==> src/rtl/led_array_pattern_driver.sv <==
// LED array driver: latches a pattern/mode/period on cfg_load, then animates
// the array on its own (static, blink, chase, fill) with PWM dimming applied
// to every lit channel. led_out is registered and polarity-adjusted.
module led_array_pattern_driver #(
  parameter int N_LED      = 8,
  parameter int PRESC_DIV  = 50000,
  parameter int PWM_W      = 4,
  parameter bit ACTIVE_LOW = 1'b1
) (
  input  logic               clk,
  input  logic               rst_n,
  input  logic               cfg_load,
  input  logic [1:0]         cfg_mode,
  input  logic [N_LED-1:0]   cfg_pattern,
  input  logic [7:0]         cfg_period,
  input  logic [PWM_W-1:0]   brightness,
  output logic [N_LED-1:0]   led_out,
  output logic               step_pulse
);

  localparam int PW = (PRESC_DIV > 2) ? $clog2(PRESC_DIV) : 1;
  localparam int FW = $clog2(N_LED + 1);

  localparam logic [PW-1:0]    PRESC_LAST = PW'(PRESC_DIV - 1);
  localparam logic [FW-1:0]    FILL_FULL  = FW'(N_LED);
  localparam logic [N_LED-1:0] ALL_OFF    = {N_LED{ACTIVE_LOW}};

  typedef enum logic [1:0] {
    MODE_STATIC = 2'b00,
    MODE_BLINK  = 2'b01,
    MODE_CHASE  = 2'b10,
    MODE_FILL   = 2'b11
  } mode_e;

  mode_e              mode_q,       mode_d;
  logic [N_LED-1:0]   pattern_q,    pattern_d;
  logic [7:0]         period_q,     period_d;
  logic [PW-1:0]      presc_q,      presc_d;
  logic [7:0]         step_cnt_q,   step_cnt_d;
  logic               phase_q,      phase_d;
  logic [FW-1:0]      fill_q,       fill_d;
  logic [PWM_W-1:0]   pwm_q,        pwm_d;
  logic [N_LED-1:0]   led_q,        led_d;
  logic               step_pulse_q, step_pulse_d;

  logic               tick;
  logic [7:0]         period_eff;
  logic               step_now;
  logic               lit;
  logic [N_LED-1:0]   fill_mask;
  logic [N_LED-1:0]   frame;

  // Base tick, step detection (a period of 0 behaves as 1) and PWM gate.
  assign tick       = (presc_q == PRESC_LAST);
  assign period_eff = (period_q == 8'd0) ? 8'd1 : period_q;
  assign step_now   = tick && (step_cnt_q == (period_eff - 8'd1));
  assign lit        = (pwm_q < brightness) || (&brightness);

  // Fill bar: channel gi is lit when it lies below the current fill level.
  for (genvar gi = 0; gi < N_LED; gi++) begin : g_fill
    assign fill_mask[gi] = (FW'(gi) < fill_q);
  end

  // Logical frame as a function of the animation state.
  always_comb begin
    frame = '0;
    unique case (mode_q)
      MODE_STATIC: frame = pattern_q;
      MODE_BLINK:  frame = phase_q ? '0 : pattern_q;
      MODE_CHASE:  frame = pattern_q;
      MODE_FILL:   frame = fill_mask;
      default:     frame = '0;
    endcase
  end

  // Next-state: a load restarts everything and suppresses a coincident step.
  always_comb begin
    mode_d       = mode_q;
    pattern_d    = pattern_q;
    period_d     = period_q;
    presc_d      = tick ? '0 : presc_q + PW'(1);
    step_cnt_d   = step_cnt_q;
    phase_d      = phase_q;
    fill_d       = fill_q;
    pwm_d        = pwm_q + PWM_W'(1);
    step_pulse_d = 1'b0;
    led_d        = (frame & {N_LED{lit}}) ^ ALL_OFF;

    if (cfg_load) begin
      mode_d     = mode_e'(cfg_mode);
      pattern_d  = cfg_pattern;
      period_d   = cfg_period;
      presc_d    = '0;
      step_cnt_d = 8'd0;
      phase_d    = 1'b0;
      fill_d     = '0;
      pwm_d      = '0;
    end else begin
      if (tick) begin
        step_cnt_d = step_now ? 8'd0 : step_cnt_q + 8'd1;
      end
      if (step_now) begin
        step_pulse_d = 1'b1;
        unique case (mode_q)
          MODE_BLINK: phase_d   = ~phase_q;
          MODE_CHASE: pattern_d = {pattern_q[N_LED-2:0], pattern_q[N_LED-1]};
          MODE_FILL:  fill_d    = (fill_q == FILL_FULL) ? '0 : fill_q + FW'(1);
          default:    ;
        endcase
      end
    end
  end

  // State and output registers with asynchronous return to the idle state.
  always_ff @(posedge clk or negedge rst_n) begin
    if (!rst_n) begin
      mode_q       <= MODE_STATIC;
      pattern_q    <= '0;
      period_q     <= 8'd1;
      presc_q      <= '0;
      step_cnt_q   <= 8'd0;
      phase_q      <= 1'b0;
      fill_q       <= '0;
      pwm_q        <= '0;
      led_q        <= ALL_OFF;
      step_pulse_q <= 1'b0;
    end else begin
      mode_q       <= mode_d;
      pattern_q    <= pattern_d;
      period_q     <= period_d;
      presc_q      <= presc_d;
      step_cnt_q   <= step_cnt_d;
      phase_q      <= phase_d;
      fill_q       <= fill_d;
      pwm_q        <= pwm_d;
      led_q        <= led_d;
      step_pulse_q <= step_pulse_d;
    end
  end

  assign led_out    = led_q;
  assign step_pulse = step_pulse_q;

endmodule
==> config.mk <==
export PLATFORM = sky130hd
export DESIGN_NAME = led_array_pattern_driver
export DESIGN_NICKNAME = d
export VERILOG_FILES = /design/src/rtl/led_array_pattern_driver.sv
export SDC_FILE = /design/constraint.sdc
export NUM_CORES = 1
export LEC_CHECK = 0
export ABC_AREA = 1
export CAP_MARGIN = 10
export CELL_PAD_IN_SITES_DETAIL_PLACEMENT = 0
export CELL_PAD_IN_SITES_GLOBAL_PLACEMENT = 1
export CORE_MARGIN = 4
export CORE_UTILIZATION = 37
export CTS_BUF_LIST = sky130_fd_sc_hd__clkbuf_16
export DETAILED_ROUTE_END_ITERATION = 7
export PLACE_DENSITY = 0.78
export SLEW_MARGIN = 40
export SYNTH_ARGS = -nofsm -noshare
export SYNTH_HDL_FRONTEND = slang
export SYNTH_SLANG_ARGS = --single-unit
==> constraint.sdc <==
create_clock -name clk -period 5.81 [get_ports clk]
set_input_delay 0.581 -clock clk [delete_from_list [all_inputs] [get_ports clk]]
set_output_delay 0.581 -clock clk [all_outputs]
set_load 0.1 [all_outputs]
==> reports/results.ini <==
[sta]
rsz0062_at_grt=false
fin_crit_sh_pct=51.0
worst_pin_slew_ps=628
slew_violations=0
relSlewSlack_pct=57.8
finalSetupViolCount=0
fin_skew_ps=8.01
fin_crit_ps=2960
fmax_mhz=337
hold_viol=0
finalSetupTns_ps=0

[grt]
grt_max_degree=61
grt_overflow_total=0
grt_use_total_pct=15.3
antenna_found_initial=0
grt_pass1_vias=2977
grt_pass1_wl_um=13800

[die]
die_area_sq_mm=0.0112
num_rows=35
fp.dieW_um=106
core_sq_mm=0.00924
start_util_pct=38.2
die_h_um=106
ios=34

[worst_setup_path]
crit_path_end_kind=register
required_ps=6060
worst-path-max-fanout=46
rr_endpoint=pattern_q[7]$_DFFE_PN0P_
crit_arrival_ps=3210
r2r_start=period_q[4]$_DFFE_PN0P_
crit_start=cfg_load
ff2ff_path_depth=18
rrSetupSlack_ps=3370
path_class=in -> reg
crit_end=step_cnt_q[7]$_DFFE_PN0P_
crit_path_start_kind=input port

[drt]
drtIter0Drc=166
avgRoutedWirePerCell_um=12.3
drt_wl_total_um=7900
vias=3020
via_per_inst=4.72
firstDrtPassIters=4
drc=0
drtAntennaViolNets=0

[yosys]
synth_top_area_cell=dfrtp_1
synth_most_common_cell=nand2_1
yosys_warnings=0
ys_seq_area_share_pct=42.9
synth.net_count=507
synth_edf_count=0
synth_area_sq_mm=0.00353
ys_seq_elements=60
synth-async-reset-ratio_pct=100
avgSynthCellArea_sq_um=7.47
synth_common_cells=139 x nand2_1, 51 x dfrtp_1, 47 x inv_1
netlist_instances=472
yosysUniqueCellTypes=40
ys_top_cells_by_area=dfrtp_1 36%, nand2_1 15%, dfstp_2 6.7%, nand3_1 5.4%, inv_1 5.0%
synthFlopType=dfrtp_1
synth_top_area_share_pct=36.2

[place]
port_buffers=33
dp.cells=624
routabilityCongestion=0.789
dp_hpwl_um=5700

[final_layout]
layout.cells.non_filler=640
antenna_cells=0
finish.utilization_pct=45.4
area_growth_pct=19.0
nets=541
layout-drive-gt1-share_pct=12.7

[hold_path]
hold_path_class=in -> async

[cts]
path_clk_slew_ps=60
clkSinkCount=60
cts_max_level=3
numCtsBuffers=9
clockRootBuffer=clkbuf_16
postCtsResizedCells=0
cts_hold_buf=0
postCtsSetupBuffers=0
clockBufferDepth=2
cts_tree=yes
insertion_delay_ps=330

[pwr]
power.density_mw_per_mm2=285
leakagePower_uw=0.00201
ir_worst_vdd_mv=0.141

[run]
maxCapViolCount=0

[outcome]
outcome=completed

## cell type report
class	count	area, sq um
clock buffer	9	225
tap	129	161
fill	961	5040
sequential	60	1510
timing repair buffer	36	307
clock inverter	7	37.5
inverter	57	214
multi-input combinational	342	1740
## power by group
| part | internal [uW] | switching, uW |
|---|---|---|
| combinational | 66.1 | 182 |
| clock | 282 | 185 |
| sequential | 458 | 19.3 |
| total | 807 | 387 |
## state kept, by name, summed over array words and instances, names as in the netlist
name	count
presc_q	16
pattern_q	8
step_pulse	1
period_q	8
mode_q	2
phase_q	1
fill_q	4
pwm_q	4
step_cnt_q	8
led_out	8
## kinds of logic after synthesis
kind of cell	share of synthesized area [%]
AOI/OAI and AO/OA	8.66
xor gates and xnor gates	3.23
adders and majority gates	3.55
buffers and inverters	7.81
DFF	42.9
and+or+nand+nor	33.9
## how the worst min path moves through the flow
stage / from / end / slack [ps]
finish: rst_n / presc_q[11]$_DFF_PN0_ / 330
global route: rst_n / presc_q[11]$_DFF_PN0_ / 380
CTS: rst_n / period_q[7]$_DFFE_PN0P_ / 450
detailed placement: presc_q[0]$_DFF_PN0_ / presc_q[0]$_DFF_PN0_ / 460
global placement: presc_q[0]$_DFF_PN0_ / presc_q[0]$_DFF_PN0_ / 450
floorplan: rst_n / fill_q[0]$_DFFE_PN0P_ / 290
## placed cells by master (no fill, tap or decap), drive strengths merged, types with 3 or more instances in the layout
master,n
clkbuf,9
nand3,39
a21oi,12
xor2,8
clkinv,6
nor2,50
a31oi,3
xnor2,5
nand2,144
nand4,12
buf,13
o21ai,26
o22ai,5
o211ai,4
dfstp,9
nor3,12
ha,10
inv,57
nor3b,3
dfrtp,51
clkdlybuf4s50,23
## stage by stage
stage	setup slack [ps]	instance area (sq um)	power (uW)	hold WS, ps
detailed placement	2480	3930	735	455
finish	2850	4200	1190	327
global placement	2500	3970	743	450
CTS	2840	4190	1210	452
global route	2570	4200	1260	383
floorplan	3800	3530	673	285
## worst max-delay path: stages
cell and delay (ps):
clkdlybuf4s50_1 450, buf_4 370, clkinv_1 530, nand2_1 570, inv_1 300, or2_0 280
o21ai_1 120
## per-layer routing
| layer | GRT usage [%] | share of wire, % |
|---|---|---|
| met3 | 4.59 | 3.5 |
| met4 | 4.90 | 1.2 |
| met1 | 19.9 | 49 |
| met2 | 24.4 | 46 |
| met5 | 0 | 0 |
No activity file was read; power rests on OpenSTA's default activity.
